[src/rtl/ieeedrv_pkg.sv]
// ieeedrv_pkg
// Shared definitions for the IEEE drive SD-port blocks.
//   SD_LBA_W / SD_CNT_W / SD_DAT_W : widths of block address, block count and data byte
//   arb_state_e                    : states of the SD request arbiter
`timescale 1ns/1ps

package ieeedrv_pkg;

    localparam int SD_LBA_W = 32;
    localparam int SD_CNT_W = 6;
    localparam int SD_DAT_W = 8;

    typedef enum logic [1:0] {
        ARB_IDLE,
        ARB_REQ,
        ARB_XFER,
        ARB_GAP
    } arb_state_e;

endpackage

[src/rtl/ieeedrv_sd_arb.sv]
// ieeedrv_sd_arb
// Shares one MiSTer image-slot SD request channel between NCLI drive units.
// One client is granted at a time, chosen round-robin. Its address, count and
// direction are latched and forwarded to the host. The host ack is routed back
// to that client only.
// Ports:
//   clk_sys, reset          : system clock, synchronous active-high reset
//   cl_lba_i / cl_blk_cnt_i : per-client block address / block count-1 (packed, client 0 in LSBs)
//   cl_rd_i / cl_wr_i       : per-client request levels, held until ack
//   cl_buff_din_i           : per-client write data (packed)
//   cl_ack_o                : per-client ack, at most one bit set
//   cl_err_o                : one-cycle pulse when a client's request timed out
//   sd_lba_o / sd_blk_cnt_o : latched request of the granted client
//   sd_rd_o / sd_wr_o       : host request strobes
//   sd_ack_i                : host ack
//   sd_buff_din_o           : write data of the granted client, 0 without a grant
//   busy_o                  : arbiter is not idle
`timescale 1ns/1ps

module ieeedrv_sd_arb
    import ieeedrv_pkg::*;
#(
    parameter int NCLI    = 2,
    parameter int TIMEOUT = 2**24 - 1
) (
    input  logic                     clk_sys,
    input  logic                     reset,
    input  logic [NCLI*SD_LBA_W-1:0] cl_lba_i,
    input  logic [NCLI*SD_CNT_W-1:0] cl_blk_cnt_i,
    input  logic [NCLI-1:0]          cl_rd_i,
    input  logic [NCLI-1:0]          cl_wr_i,
    output logic [NCLI-1:0]          cl_ack_o,
    input  logic [NCLI*SD_DAT_W-1:0] cl_buff_din_i,
    output logic [NCLI-1:0]          cl_err_o,
    output logic [SD_LBA_W-1:0]      sd_lba_o,
    output logic [SD_CNT_W-1:0]      sd_blk_cnt_o,
    output logic                     sd_rd_o,
    output logic                     sd_wr_o,
    input  logic                     sd_ack_i,
    output logic [SD_DAT_W-1:0]      sd_buff_din_o,
    output logic                     busy_o
);

    localparam int IW = (NCLI > 1) ? $clog2(NCLI) : 1;
    localparam int TW = $clog2(TIMEOUT + 1);

    arb_state_e          state_q,  state_d;
    logic [IW-1:0]       rr_q,     rr_d;
    logic [SD_LBA_W-1:0] lba_q,    lba_d;
    logic [SD_CNT_W-1:0] blkCnt_q, blkCnt_d;
    logic [TW-1:0]       timer_q,  timer_d;
    logic                sdRd_q,   sdRd_d;
    logic                sdWr_q,   sdWr_d;
    logic [NCLI-1:0]     clAck_q,  clAck_d;
    logic [NCLI-1:0]     clErr_q,  clErr_d;
    logic                ackPrev_q;

    logic [SD_LBA_W-1:0] lbaArr  [NCLI];
    logic [SD_CNT_W-1:0] cntArr  [NCLI];
    logic [SD_DAT_W-1:0] buffArr [NCLI];
    logic [IW:0]         pick;
    logic [IW-1:0]       winner;
    logic                ackRise;
    logic                ackFall;

    // Round-robin pick: scan last+1, last+2 ... wrapping, so the client served
    // last is looked at last. Scanning backwards lets the nearest hit win.
    // Returns {found, index}.
    function automatic logic [IW:0] pickNext(input logic [NCLI-1:0] req,
                                             input logic [IW-1:0]   last);
        logic [IW:0]   found;
        logic [IW-1:0] sel;
        int            idx;
        found = '0;
        for (int k = NCLI; k >= 1; k--) begin
            idx = (int'(last) + k) % NCLI;
            sel = IW'(idx);
            if (req[sel]) begin
                found = {1'b1, sel};
            end
        end
        return found;
    endfunction

    // Split the packed client buses into per-client views for indexing.
    always_comb begin
        for (int i = 0; i < NCLI; i++) begin
            lbaArr[i]  = cl_lba_i[i*SD_LBA_W +: SD_LBA_W];
            cntArr[i]  = cl_blk_cnt_i[i*SD_CNT_W +: SD_CNT_W];
            buffArr[i] = cl_buff_din_i[i*SD_DAT_W +: SD_DAT_W];
        end
    end

    // Next-state logic. rr_q doubles as the grant index while a request is
    // active, since the winner always becomes the new round-robin pointer.
    // Ack edges are taken against the previous-cycle ack so a level held over
    // from an earlier transfer cannot complete a new request.
    always_comb begin
        state_d  = state_q;
        rr_d     = rr_q;
        lba_d    = lba_q;
        blkCnt_d = blkCnt_q;
        timer_d  = timer_q;
        sdRd_d   = sdRd_q;
        sdWr_d   = sdWr_q;
        clAck_d  = '0;
        clErr_d  = '0;
        pick     = pickNext(cl_rd_i | cl_wr_i, rr_q);
        winner   = pick[IW-1:0];
        ackRise  = sd_ack_i & ~ackPrev_q;
        ackFall  = ~sd_ack_i & ackPrev_q;

        case (state_q)
            ARB_IDLE: begin
                sdRd_d = 1'b0;
                sdWr_d = 1'b0;
                // A stale host ack must clear before anything new is granted.
                if (!sd_ack_i && pick[IW]) begin
                    rr_d     = winner;
                    lba_d    = lbaArr[winner];
                    blkCnt_d = cntArr[winner];
                    sdRd_d   = cl_rd_i[winner];
                    sdWr_d   = ~cl_rd_i[winner];
                    timer_d  = '0;
                    state_d  = ARB_REQ;
                end
            end
            ARB_REQ: begin
                if (ackRise) begin
                    sdRd_d       = 1'b0;
                    sdWr_d       = 1'b0;
                    clAck_d[rr_q] = 1'b1;
                    state_d      = ARB_XFER;
                end else if (timer_q == TW'(TIMEOUT - 1)) begin
                    sdRd_d       = 1'b0;
                    sdWr_d       = 1'b0;
                    clErr_d[rr_q] = 1'b1;
                    state_d      = ARB_IDLE;
                end else begin
                    timer_d = timer_q + TW'(1);
                end
            end
            ARB_XFER: begin
                if (ackFall) begin
                    state_d = ARB_GAP;
                end else begin
                    clAck_d[rr_q] = sd_ack_i;
                end
            end
            ARB_GAP: begin
                state_d = ARB_IDLE;
            end
            default: begin
                state_d = ARB_IDLE;
            end
        endcase
    end

    // State and output registers. Reset starts the pointer at the last client
    // so that client 0 wins the first scan.
    always_ff @(posedge clk_sys) begin
        if (reset) begin
            state_q   <= ARB_IDLE;
            rr_q      <= IW'(NCLI - 1);
            lba_q     <= '0;
            blkCnt_q  <= '0;
            timer_q   <= '0;
            sdRd_q    <= 1'b0;
            sdWr_q    <= 1'b0;
            clAck_q   <= '0;
            clErr_q   <= '0;
            ackPrev_q <= 1'b0;
        end else begin
            state_q   <= state_d;
            rr_q      <= rr_d;
            lba_q     <= lba_d;
            blkCnt_q  <= blkCnt_d;
            timer_q   <= timer_d;
            sdRd_q    <= sdRd_d;
            sdWr_q    <= sdWr_d;
            clAck_q   <= clAck_d;
            clErr_q   <= clErr_d;
            ackPrev_q <= sd_ack_i;
        end
    end

    assign sd_lba_o      = lba_q;
    assign sd_blk_cnt_o  = blkCnt_q;
    assign sd_rd_o       = sdRd_q;
    assign sd_wr_o       = sdWr_q;
    assign cl_ack_o      = clAck_q;
    assign cl_err_o      = clErr_q;
    assign busy_o        = (state_q != ARB_IDLE);
    // Write data follows the granted client with no register stage.
    assign sd_buff_din_o = (state_q == ARB_REQ || state_q == ARB_XFER) ? buffArr[rr_q] : '0;

endmodule

[config.mk]
export PLATFORM = sky130hd
export DESIGN_NAME = ieeedrv_sd_arb
export DESIGN_NICKNAME = d
export VERILOG_FILES = /design/src/rtl/ieeedrv_pkg.sv /design/src/rtl/ieeedrv_sd_arb.sv
export SDC_FILE = /design/constraint.sdc
export NUM_CORES = 1
export LEC_CHECK = 0
export BUFFER_PORTS_ARGS = -buffer_cell sky130_fd_sc_hd__clkbuf_2
export CELL_PAD_IN_SITES_DETAIL_PLACEMENT = 1
export CELL_PAD_IN_SITES_GLOBAL_PLACEMENT = 2
export CORE_UTILIZATION = 27
export DETAILED_ROUTE_END_ITERATION = 8
export GPL_ROUTABILITY_DRIVEN = 1
export GPL_TIMING_DRIVEN = 0
export PLACE_DENSITY_LB_ADDON = 0.15
export SLEW_MARGIN = 30
export SYNTH_ARGS = -nofsm -noshare
export SYNTH_HDL_FRONTEND = slang
export SYNTH_SLANG_ARGS = --single-unit
[constraint.sdc]
create_clock -name clk_sys -period 2.3 [get_ports clk_sys]
set_input_delay 0.345 -clock clk_sys [delete_from_list [all_inputs] [get_ports clk_sys]]
set_output_delay 0.345 -clock clk_sys [all_outputs]
set_load 0.01 [all_outputs]
==> results.md <==
* Critical Path Start Type: flip-flop
* Fin crit period at 2.18 ns
* Share of the yosys chip area belonging to registers at 40.6%
* Number of port buffers at 151
* Largest net degree at the start of global routing at 14
* Maxcap violations at 0
* Number of enable flip-flop cells after synthesis at 0
* Longest Clk Path Bufs at 2
* Reg2reg start: state_q[0]
* DPL Wire Length at 8850 um
* Design area at 4940 um2
* Achievable Freq at 459 MHz
* CP max FO at 7
* Drt drc at 0
* Row count at 41
* Pwr dens at 786 nW/um2
* Commonest register cell after synthesis: dfxtp_1
* Pin slew with the least headroom to its limit at 0.855 ns
* Die Width at 117 um
* Final Max Slew Viols at 0
* DRT Pass-1 Iters at 4
* Diode count at 0
* Post-Layout Cell Count at 741
* Final hold vios at 0
* RSZ-0062 raised after global routing: false
* DRT iter0 DRCs at 96
* Layer with the highest usage: met2
* Leakage at 2.28 nW
* Antenna Nets Post-Route at 0
* CTS HTree Levels at 3
* Worst vdd ir at 0.366 mV
* Overflow after GRT at 0
* Gr usage total at 17.0%
* Fin Hold WS at 0.274 ns
* WP data required at 2.56 ns
* Netlist cell types at 45
* Clock slew seen by the registers of the worst setup and hold paths at 0.06 ns
* Met2 Resource Use GR at 28.1%
* Die height at 117 um
* Ys async rst share at 0%
* Routed via count at 3535
* Worst Clk Skew at 0.00527 ns
* Post-CTS Hold Fix Bufs at 0
* Syn nets at 502
* Antenna violations before repair at 0
* Post-Syn Area at 3550 um2
* Final period util at 94.6%
* Min-Delay Path Depth at 3
* Clk sink count at 72
* Placed cell area at 4520 um2
* First-pass GRT wire length at 17700 um
* Setup ws final at 0.124 ns
* # IOs at 152
* Die Footprint at 13600 um2
* Most frequent cells in the layout: clkbuf_2 (155), dfxtp_1 (72), nor2_1 (52)
* Core area at 12700 um2
* Layout cells sized above 1 at 33.7%
* Reg2Reg Setup Slack at 0.12 ns
* Area growth from synthesis to layout at 39.2%
* Util after Layout at 38.8%
* Placed instance count at 721
* Synth Register Bits at 72
* WP data arrival at 2.44 ns
* Final Wtd Congestion at 0.725
* Hold path start: reset
* Hold endpoint: rr_q
* CP Capture Type: flip-flop
* Via density at 4.77
* CTS tree: yes
* Max_slew headroom at 42.8%
* Total wire length at 11200 um
* Synthesized instance count at 398
* Run status: completed
* Num CTS Buffers at 9
* Synthesis Warnings at 0
* Met1 usage at 21.0%
* Reg2reg end: timer_q[10]
* Worst-skew pair later-pin latency at 0.33 ns
* Power Total at 3.88 mW
* Class of the worst hold path: in2reg
* Final #Nets at 668
* Vias in the first global route at 3492
* Clock Tree Root: clkbuf_16
* Grt met3 use at 5.40%
* Initial Util at 27.9%
* Final setup fails at 0
* Syn Area/Cell at 8.91 um2
* Setup TNS at 0 ns
* Commonest non-fill, non-tap cell in the layout: clkbuf_2
* WL/cell at 15.1 um
* Worst R2R Path Depth at 7
* CP Class: reg2reg
* Setup slack after placement at -0.153 ns
==> state kept, by name (all words and copies together) (netlist names), named ones only <==
register and count:
rr_q 1, cl_ack_o 2, timer_q 24, sd_blk_cnt_o 6, state_q 1, cl_err_o 2
sd_rd_o 1, sd_lba_o 32, ackPrev_q 1, sd_wr_o 1
==> critical path: stages (launching register included) <==
cell,delay [ns]
dfxtp_1,0.33
inv_1,0.12
ha_1,0.28
nor2b_1,0.24
a32oi_1,0.18
a2111o_1,0.46
or3_1,0.34
a21oi_1,0.14
==> Yosys cell counts (3+ instances only) <==
| cell type | instances | area [um2] |
|---|---|---|
| inv_1 | 10 | 37.5 |
| nor2_1 | 53 | 199 |
| mux2i_1 | 47 | 470 |
| nor4_1 | 4 | 25.0 |
| o211ai_1 | 5 | 37.5 |
| xnor2_1 | 3 | 26.3 |
| a211oi_1 | 40 | 300 |
| clkbuf_1 | 17 | 63.8 |
| o21ai_0 | 14 | 70.1 |
| dfxtp_1 | 72 | 1440 |
| or4_1 | 9 | 67.6 |
| nand2_1 | 21 | 78.8 |
| nor2b_1 | 10 | 62.6 |
| nand4_1 | 3 | 18.8 |
| nand3_1 | 10 | 50.1 |
| a21oi_1 | 20 | 100 |
| o31ai_1 | 5 | 37.5 |
| buf_1 | 3 | 11.3 |
| nand2b_1 | 5 | 31.3 |
| or3_1 | 10 | 62.6 |
| ha_1 | 5 | 62.6 |
==> cell type report <==
type                       count  area [um2]
sequential                    72        1440
inverter                      11        41.3
fill                        1585        7780
timing repair buffer         155         786
clock inverter                 7         120
buffer                        22        95.1
clock buffer                   9         225
multi-input combinational    293        2010
tap                          172         215
==> power breakdown <==
part	internal, mW	total (mW)	switching, mW	leakage (nW)
Sequential	1.35	1.41	0.0560	0.590
Clock	1.06	1.64	0.574	0.166
Combinational	0.344	0.837	0.493	1.53
==> repair_timing <==
item                                   4_1_cts  5_1_grt
gates resized for setup                      5        9
endpoints found under the hold margin        0        0
gates cloned                                 0        0
setup endpoints to repair                   16       65
buffers inserted                             0        4
pin swaps                                    0        4
==> worst max-delay path by stage <==
stage	startpoint	to	slack (ns)
floorplan	flip-flop	timer_q[7]	0.37
global placement	state_q[0]	timer_q[8]	-0.12
detailed placement	state_q[0]	timer_q[8]	-0.15
CTS	rr_q	sd_buff_din_o[4]	0.03
global route	state_q[0]	timer_q[10]	0.02
finish	state_q[0]	timer_q[10]	0.12
==> routing by layer <==
layer  up-vias  wire [um]
met3         9        706
li1       1802          -
met5         -          0
met1      1636       4930
met2        88       5410
met4         0        116
==> logic make-up after synthesis <==
| group | after synthesis | share of synthesized area (%) |
|---|---|---|
| xor gates and xnor gates | 5 | 1.23 |
| AOI/OAI and AO/OA | 99 | 19.1 |
| adders and majority gates | 5 | 1.76 |
| muxes | 47 | 13.3 |
| and+or+nand+nor | 137 | 20.5 |
| buffers and inverters | 33 | 3.56 |
| DFF | 72 | 40.6 |
Note: power is estimated with default switching activity, not from simulation.
